**src/rtl/sprite_engine_pkg.sv**
```systemverilog
// rtl/sprite_engine_pkg.sv - shared state encoding and default geometry for the sprite engine
package sprite_engine_pkg;

    localparam int DEF_COORD_W = 10;
    localparam int DEF_SPR_W   = 16;
    localparam int DEF_SPR_H   = 16;

    localparam logic [1:0] ST_ALIVE     = 2'd0;
    localparam logic [1:0] ST_EXPLODING = 2'd1;
    localparam logic [1:0] ST_HIDDEN    = 2'd2;

endpackage

```
**src/rtl/sprite_engine_bitmap_rom.sv**
```systemverilog
// rtl/sprite_engine_bitmap_rom.sv - combinational bitmap ROM: two ship frames (repeated) plus one explosion frame
module sprite_bitmap_rom
    import sprite_engine_pkg::*;
#(
    parameter int SPR_W  = DEF_SPR_W,
    parameter int SPR_H  = DEF_SPR_H,
    parameter int FRAMES = 2,
    parameter int ROW_W  = $clog2(SPR_H)
) (
    input  logic [2:0]       i_frame,
    input  logic [ROW_W-1:0] i_row,
    output logic [SPR_W-1:0] o_row_data
);

    logic [3:0]  w_row4;
    logic [15:0] w_bits;

    assign w_row4 = 4'(i_row);

    function automatic logic [15:0] ship_row(input logic [3:0] r, input logic variant);
        logic [15:0] v;
        case (r)
            4'd0, 4'd1:   v = 16'h0180;
            4'd2, 4'd3:   v = 16'h03C0;
            4'd4, 4'd5:   v = 16'h07E0;
            4'd6:         v = 16'h0FF0;
            4'd7:         v = 16'h1FF8;
            4'd8:         v = 16'h3FFC;
            4'd9:         v = 16'h7FFE;
            4'd10, 4'd11: v = 16'hFFFF;
            4'd12:        v = 16'hE7E7;
            4'd13:        v = variant ? 16'h6666 : 16'hC3C3;
            4'd14:        v = variant ? 16'h2424 : 16'h8181;
            default:      v = variant ? 16'h1818 : 16'hF248;
        endcase
        return v;
    endfunction

    // Frame index FRAMES selects the explosion; normal frames alternate the two ship variants
    always_comb begin
        w_bits = 16'h0000;
        if (i_frame == 3'(FRAMES)) begin
            w_bits = w_row4[0] ? 16'h9249 : 16'h2492;
        end else begin
            w_bits = ship_row(w_row4, i_frame[0]);
        end
    end

    assign o_row_data = SPR_W'(w_bits);

endmodule

```
**src/rtl/sprite_engine.sv**
```systemverilog
// rtl/sprite_engine.sv - single sprite with animation, explosion FSM and 2-stage pixel pipeline
module sprite_engine
    import sprite_engine_pkg::*;
#(
    parameter int COORD_W    = DEF_COORD_W,
    parameter int SPR_W      = DEF_SPR_W,
    parameter int SPR_H      = DEF_SPR_H,
    parameter int FRAMES     = 2,
    parameter int SCALE_LOG2 = 0,
    parameter int ANIM_DIV   = 8,
    parameter int EXPL_TICKS = 16
) (
    input  logic               clk,
    input  logic               rst_n,
    input  logic [COORD_W-1:0] i_pix_x,
    input  logic [COORD_W-1:0] i_pix_y,
    input  logic [COORD_W-1:0] i_pos_x,
    input  logic [COORD_W-1:0] i_pos_y,
    input  logic               i_frame_tick,
    input  logic               i_anim_en,
    input  logic               i_mirror,
    input  logic               i_hit,
    input  logic               i_respawn,
    output logic               o_pix_on,
    output logic               o_alive,
    output logic               o_expl_done,
    output logic [1:0]         o_frame_idx
);

    localparam int ROW_W = $clog2(SPR_H);
    localparam int COL_W = $clog2(SPR_W);
    localparam int BOX_W = SPR_W << SCALE_LOG2;
    localparam int BOX_H = SPR_H << SCALE_LOG2;
    localparam int DIV_W = (ANIM_DIV > 1) ? $clog2(ANIM_DIV) : 1;
    localparam int EXP_W = $clog2(EXPL_TICKS + 1);

    logic [1:0]       r_state;
    logic [1:0]       r_frame_idx;
    logic [DIV_W-1:0] r_div;
    logic [EXP_W-1:0] r_expl;
    logic             r_expl_done;

    logic             r_s1_in_box;
    logic [ROW_W-1:0] r_s1_row;
    logic [COL_W-1:0] r_s1_col;
    logic [2:0]       r_s1_frame;
    logic             r_pix_on;

    logic [COORD_W:0]   w_x_end;
    logic [COORD_W:0]   w_y_end;
    logic               w_in_box;
    logic [COORD_W-1:0] w_dx;
    logic [COORD_W-1:0] w_dy;
    logic [COL_W-1:0]   w_col;
    logic [COL_W-1:0]   w_col_eff;
    logic [ROW_W-1:0]   w_row;
    logic [SPR_W-1:0]   w_rom_row;

    always_ff @(posedge clk or negedge rst_n) begin
        if (!rst_n) begin
            r_state     <= ST_ALIVE;
            r_frame_idx <= 2'd0;
            r_div       <= '0;
            r_expl      <= '0;
            r_expl_done <= 1'b0;
        end else begin
            r_expl_done <= 1'b0;
            case (r_state)
                ST_ALIVE: begin
                    // A hit swallows a coincident frame_tick
                    if (i_hit) begin
                        r_state     <= ST_EXPLODING;
                        r_expl      <= EXP_W'(EXPL_TICKS);
                        r_frame_idx <= 2'd0;
                    end else if (i_frame_tick && i_anim_en) begin
                        if (r_div == DIV_W'(ANIM_DIV - 1)) begin
                            r_div       <= '0;
                            r_frame_idx <= (r_frame_idx == 2'(FRAMES - 1)) ? 2'd0 : r_frame_idx + 2'd1;
                        end else begin
                            r_div <= r_div + 1'b1;
                        end
                    end
                end
                ST_EXPLODING: begin
                    if (i_frame_tick) begin
                        r_expl <= r_expl - 1'b1;
                        if (r_expl == EXP_W'(1)) begin
                            r_state     <= ST_HIDDEN;
                            r_expl_done <= 1'b1;
                        end
                    end
                end
                ST_HIDDEN: begin
                    if (i_respawn) begin
                        r_state     <= ST_ALIVE;
                        r_frame_idx <= 2'd0;
                        r_div       <= '0;
                    end
                end
                default: r_state <= ST_ALIVE;
            endcase
        end
    end

    // Box end computed one bit wider so a sprite at the right/bottom edge clips instead of wrapping
    assign w_x_end  = {1'b0, i_pos_x} + (COORD_W+1)'(BOX_W);
    assign w_y_end  = {1'b0, i_pos_y} + (COORD_W+1)'(BOX_H);
    assign w_in_box = (i_pix_x >= i_pos_x) && ({1'b0, i_pix_x} < w_x_end) &&
                      (i_pix_y >= i_pos_y) && ({1'b0, i_pix_y} < w_y_end);

    assign w_dx      = i_pix_x - i_pos_x;
    assign w_dy      = i_pix_y - i_pos_y;
    assign w_col     = COL_W'(w_dx >> SCALE_LOG2);
    assign w_row     = ROW_W'(w_dy >> SCALE_LOG2);
    assign w_col_eff = i_mirror ? (COL_W'(SPR_W - 1) - w_col) : w_col;

    always_ff @(posedge clk or negedge rst_n) begin
        if (!rst_n) begin
            r_s1_in_box <= 1'b0;
            r_s1_row    <= '0;
            r_s1_col    <= '0;
            r_s1_frame  <= 3'd0;
            r_pix_on    <= 1'b0;
        end else begin
            r_s1_in_box <= w_in_box && (r_state != ST_HIDDEN);
            r_s1_row    <= w_row;
            r_s1_col    <= w_col_eff;
            r_s1_frame  <= (r_state == ST_EXPLODING) ? 3'(FRAMES) : {1'b0, r_frame_idx};
            r_pix_on    <= r_s1_in_box & w_rom_row[COL_W'(SPR_W - 1) - r_s1_col];
        end
    end

    sprite_bitmap_rom #(
        .SPR_W  (SPR_W),
        .SPR_H  (SPR_H),
        .FRAMES (FRAMES),
        .ROW_W  (ROW_W)
    ) u_rom (
        .i_frame    (r_s1_frame),
        .i_row      (r_s1_row),
        .o_row_data (w_rom_row)
    );

    assign o_pix_on    = r_pix_on;
    assign o_alive     = (r_state == ST_ALIVE);
    assign o_expl_done = r_expl_done;
    assign o_frame_idx = r_frame_idx;

endmodule
```
**config.mk**
```make
export PLATFORM = sky130hd
export DESIGN_NAME = sprite_engine
export DESIGN_NICKNAME = d
export VERILOG_FILES = /design/src/rtl/sprite_engine_pkg.sv /design/src/rtl/sprite_engine_bitmap_rom.sv /design/src/rtl/sprite_engine.sv
export SDC_FILE = /design/constraint.sdc
export NUM_CORES = 1
export LEC_CHECK = 0
export CORE_MARGIN = 2
export CORE_UTILIZATION = 53
export DETAILED_ROUTE_END_ITERATION = 7
export PLACE_DENSITY = 0.93
export SLEW_MARGIN = 20
export SYNTH_ARGS = -nofsm -noshare
export SYNTH_HDL_FRONTEND = slang
export SYNTH_HIERARCHICAL = 1
export SYNTH_SLANG_ARGS = --single-unit
```
**constraint.sdc**
```tcl
create_clock -name clk -period 2.9 [get_ports clk]
set_input_delay 0.29 -clock clk [delete_from_list [all_inputs] [get_ports clk]]
set_output_delay 0.29 -clock clk [all_outputs]
set_load 0.005 [all_outputs]
```
==> reports/metrics.cfg <==
[status]
outcome = complete, no violations

[global_routing]
track_usage_pct = 24.1
grt_pass1_vias = 2405
antenna_found_initial = 0
grt-ovfl-total = 0
grt_first_pass_wirelength_mm = 10.5
grt_max_degree = 26

[sta]
setup_slack_ps = 123
rsz0062_at_grt = false
fmax_ghz = 0.360
slew_headroom_pct = 62.2
whs_ps = 363
tightest_slew_ps = 564
finalCritPeriodShare_pct = 95.7
hold_viol = 0
fin_crit_ps = 2780
drv_slew = 0
finalSetupTns_ps = 0
setup_viol = 0
skew_ps = 6.23

[floorplanning]
die_h_um = 74.2
die_area_sq_mm = 0.00550
initial_core_util_pct = 55.2
coreArea_sq_mm = 0.00472
rows = 25
ios = 52
die_x_um = 74.2

[final_layout]
layout_common_cells = 51 x clkdlybuf4s50_1, 38 x ha_1, 34 x inv_1
regArea_sq_um = 626
final_nets = 444
post-route-util_pct = 68.1
final_cell_area_sq_mm = 0.00322
antenna_cells = 0
drive_gt1_share_pct = 3.09
n_fill_cell = 364
final_common_cell = clkdlybuf4s50_1
areaGrowthSynthToFinish_pct = 23.3
multi_input_area_sq_mm = 0.00181

[routing]
routed_wl_mm = 6.28
vias = 2482
via_per_inst = 5.87
detail-route-antenna-nets = 0
drc = 0
drt_iter0_markers = 250
wl_per_cell_um = 14.8
first_pass_iters = 6

[placement]
numPortBuffers = 51
place_congestion = 0.873
dp_hpwl_mm = 4.88
preCtsSetupSlack_ps = 307
placed_area_sq_mm = 0.00317

[synthesis]
syn_avg_cell_area_sq_um = 8.47
synthArstFlopShare_pct = 100
ys.flop_type = dfrtp_1
seq_area_frac_synth_pct = 24.0
syn_inst = 308
netlist-cell-type-count = 53
synth_warnings = 6
ys_ff_latch = 25
synth-edff-count = 0
synthesis.area_sq_mm = 0.00261

[clocking]
clockRootBuffer = clkbuf_8
cts_resized = 0
cts_buffers = 3
postCtsSetupBuffers = 0
cts_num_sinks = 25
ctsHoldBuffers = 0
clk_pin_slew_ps = 100
cts_max_path_buffers = 2
clkLatencyLatePin_ps = 270
cts-htree-levels = 1
cts_tree = built

[setup_path]
cpPeakStageDelay_ps = 570
cp_cell_sequence = nor3b_2, o21ai_0, nand2_1, o221ai_1, mux4_1, mux4_2, and2_1
critPathKind = register to register
r2r_end = o_pix_on$_DFF_PN0_
crit_path_top_delay_cell = nor3b_2
end_kind = register
crit_required_ps = 3070
crit_fanout = 14
cp.arrival_ps = 2950
reg2regPathDepth = 7
timing.rr.start = r_s1_frame[0]$_DFF_PN0_
cp-start-kind = register
reg2reg_setup_slack_ps = 120

[run]
maxCapViolCount = 0

[power_and_ir_drop]
internal-power_uw = 915
clock_power_share_pct = 14.5
powerDensity_mw_per_mm2 = 475
p_seq_share_pct = 38.1
power.switching_uw = 612
leakage_uw = 0.00149
p_comb_share_pct = 47.4
peakVddDrop_mv = 0.264
netSwitchingFraction_pct = 40.1

[min_path]
hp-class = input pin to async pin

-- area by class of cell --
cell class	count	share of cell area (%)
clock buffer	3	1.28
clock inverter	1	0.272
inverter	34	3.97
multi-input combinational	241	56.3
sequential	25	19.4
tap	67	2.61
timing repair buffer	52	16.1
-- flip-flops by register name, summed over array words and instances, names as in the netlist --
name and cells:
o_pix_on 1, r_div 3, r_s1_row 4, r_s1_in_box 1, r_s1_frame 2, r_expl 5
o_frame_idx 2, o_expl_done 1, r_s1_col 4, r_state 2
-- Yosys cell counts (all sizes together) (3+ instances only) --
master / instances / share of area [%]
nor2: 10 / 1.4
xor2: 4 / 1.3
a21o: 4 / 1.2
nand2: 27 / 3.9
nand2b: 10 / 2.4
dfrtp: 25 / 24
inv: 34 / 4.9
a31oi: 3 / 0.72
o21bai: 3 / 0.86
clkbuf: 4 / 0.58
nand3: 13 / 2.5
and3: 3 / 0.72
nor3: 8 / 1.5
buf: 7 / 1.5
nor4: 4 / 0.96
mux4: 5 / 4.9
xnor2: 13 / 4.4
a21oi: 26 / 5.1
ha: 38 / 18
o21ai: 22 / 4.2
and2: 3 / 0.72
nor2b: 4 / 0.96
o31ai: 5 / 1.4
-- worst max-delay path, delay by kind of cell, from the launching register on --
| kind | cells | cell delay, ps |
|---|---|---|
| compound gates | 2 | 320 |
| mux | 2 | 970 |
| flops | 1 | 540 |
| simple gates | 3 | 850 |
-- power groups by stage --
stage | clock [uW] | combinational (uW) | sequential, uW
after global routing | 243 | 808 | 600
after detailed placement | 0 | 703 | 587
after global placement | 0 | 668 | 580
after CTS | 225 | 717 | 580
after floorplan | 0 | 551 | 514
final | 222 | 723 | 582
-- logic make-up after synthesis --
logic type	after synthesis	synth area share [%]
AOI/OAI and AO/OA	83	19.9
adders and majority gates	40	19.8
buffers and inverters	45	7.00
xor gates and xnor gates	17	5.71
muxes	6	5.28
and+or+nand+nor	91	18.3
DFF	25	24.0
other	1	0.144
-- worst max-delay path by stage --
stage | cells after the start | slack, ps | from | end
after floorplan | 7 | 580 | r_s1_frame[0]$_DFF_PN0_ | o_pix_on$_DFF_PN0_
after global placement | 7 | 360 | r_s1_frame[0]$_DFF_PN0_ | o_pix_on$_DFF_PN0_
after detailed placement | 7 | 310 | r_s1_frame[0]$_DFF_PN0_ | o_pix_on$_DFF_PN0_
after CTS | 7 | 210 | r_s1_frame[0]$_DFF_PN0_ | o_pix_on$_DFF_PN0_
after global routing | 7 | 80 | r_s1_frame[0]$_DFF_PN0_ | o_pix_on$_DFF_PN0_
final | 7 | 120 | r_s1_frame[0]$_DFF_PN0_ | o_pix_on$_DFF_PN0_
-- routing by layer --
metal	up-vias	track usage (%)	routed length (um)
li1	1195	-	-
met1	1162	31.6	2750
met2	113	42.5	3150
met3	12	2.17	287
met4	0	6.67	86
met5	-	0	0
-- per-stage QoR --
step / total power, uW / cells
floorplan: 1060 / 311
global placement: 1250 / 419
detailed placement: 1290 / 419
CTS: 1520 / 423
global route: 1650 / 423
finish: 1530 / 423
Power figures use the tool's default switching activity.
==> variant, RTL diff (config.mk and constraints unchanged) <==
Change the package constant `DEF_COORD_W` from 10 to 5.
--- a/src/rtl/sprite_engine_pkg.sv
+++ b/src/rtl/sprite_engine_pkg.sv
@@ -3,3 +3,3 @@
 
-    localparam int DEF_COORD_W = 10;
+    localparam int DEF_COORD_W = 5;
     localparam int DEF_SPR_W   = 16;
Ports: changed (resized i_pix_x, i_pix_y, i_pos_x and i_pos_y); port bits go from 52 to 32. No check against the original RTL was run, so the function may have changed too.
==> variant against the original RTL <==
Via count down 31%; hold slack better by 0.0068 ns; cell area down 25%; synthesized area down 23%; combinational power down 3.5%; sequential cell count unchanged; power down 0.63%; wire length down 37%; first-iteration DRC count down 54%; setup slack better by 0.55 ns; count of clock-buffer cells in the layout unchanged; critical endpoint unchanged; largest cell class unchanged.
==> variant: results (changes against the original RTL) <==
metric,value,unit,change
Initial DRT Pass Iterations,4,,-2
initial antenna violation count,0,,unchanged
Synthesis Warnings,6,,unchanged
main combinational cell family by area after synthesis,compound AO/OA/AOI/OAI gates,,
final hold slack,0.369,ns,+0.00679 ns
peak supply drop,0.378,mV,+43%
XOR/XNOR Fraction of Synth Area,4.77,%,-0.94 points
Worst Hold Class,in2async,,
largest net degree at the start of global routing,26,,unchanged
reg-to-reg critical path endpoint,o_pix_on,,
Max clock buf depth,2,,unchanged
crit path DAT,2.38,ns,-0.57 ns
later-pin clock latency in the skew report,0.27,ns,about the same
largest cells by area after synthesis,"dfrtp_1, ha_1, mux4_2",,
Critical Path Fanout Max,14,,unchanged
dpl hpwl,3.02,mm,-38%
drt wl/cell,13.2,microns,-11%
fin nets,298,,-33%
setup slack after layout,0.677,ns,+0.553 ns
Synth Flop Type,dfrtp_1,,
clock-pin slew on the worst setup and hold paths,0.09,ns,
status,finished clean,,
FF-to-FF Start,r_s1_frame[0],,
ys async rst share,100,%,unchanged
mux cell area share after synthesis,7.74,%,+2.5 points
Inserted Clock Buffers,3,,unchanged
Logic power comb,698,uW,-3.5%
part of the Yosys area used for sequential elements,31.0,%,+7.0 points
root buf cell,clkbuf_8,,
pre-CTS setup slack,0.742,ns,+0.435 ns
gpl congestion,0.982,,+12%
most instantiated cells after synthesis,"dfrtp_1, inv_1, ha_1, o21ai_0",,
# Post-CTS Setup Buffers,0,,unchanged
Largest regs,"r_expl (5), r_s1_col (4), r_s1_row (4)",,
power share of the clock group,13.9,%,-0.6 points
Tot GR Track Use,20.5,%,-3.6 points
H-tree levels,1,,unchanged
# port buffers,31,,-39%
via count,1714,,-31%
vias in the first global route,1624,,-32%
Synth Area in Adders,12.5,%,-7.2 points
ant diodes,0,,unchanged
number of DRC markers in iteration 0,116,,-54%
number of cells upsized or downsized after cts,0,,unchanged
max-cap viol count,0,,unchanged
post-route ant nets,0,,unchanged
R2R depth,7,,unchanged
P_leak,1.07,nW,-28%
Worst Skew,0.000755,ns,-0.00548 ns
Synth Area in Compound Gates,20.7,%,+0.84 points
first-pass GRT wire length,6.99,mm,-34%
Netlist cell types,52,,-1.9%
Pint,928,uW,+1.4%
layout cells sized above 1,8.37,%,+5.3 points
## variant: cell types whose count changed after synthesis, moves of 4 or more
cell	unedited run	this run
a21oi_1	25	16
nor3_1	8	4
inv_1	34	18
nand3_1	13	1
ha_1	38	17
mux4_1	4	0
o21ai_0	21	17
nand2_1	27	16
xnor2_1	13	8
## variant: layout make-up
cell class                      instances  area [sq um]
Sequential cell                        25           626
Timing Repair Buffer                   32           318
Fill cell                             267          1260
Inverter                               21          78.8
Clock buffer                            3          41.3
Clock inverter                          1          7.51
Multi-Input combinational cell        169          1270
Tap cell                               48          60.1
## variant: per-layer routing
layer	track usage, %	wire length, microns
met5	0	0
met4	6.25	53
met3	3.08	272
met2	34.3	1950
met1	27.2	1680
## variant: per-stage QoR
stage          total power [mW]  instances  util, %  instance area, sq um
2_1_floorplan              1.12        226        -                  2030
3_3_place_gp               1.26        295     64.1                  2350
3_5_place_dp               1.30        295     64.1                  2350
4_1_cts                    1.51        299     65.5                  2400
5_1_grt                    1.64        299     65.5                  2400
6_report                   1.52        299     65.5                  2400
## variant: critical path, stage by stage, from the launching register on
cell      delay, ns
dfrtp_1        0.54
nor3b_2        0.51
o21ai_0        0.14
nand2_1        0.09
o221ai_1       0.11
mux4_2         0.49
mux2i_1        0.14
o22ai_1        0.09
## variant: how the worst max path moves through the flow
stage                   from  endpoint  depth (start not counted)
2_1_floorplan  r_s1_frame[0]  o_pix_on                          7
3_3_place_gp   r_s1_frame[0]  o_pix_on                          7
3_5_place_dp   r_s1_frame[0]  o_pix_on                          7
4_1_cts        r_s1_frame[0]  o_pix_on                          7
5_1_grt        r_s1_frame[0]  o_pix_on                          7
6_report       r_s1_frame[0]  o_pix_on                          7
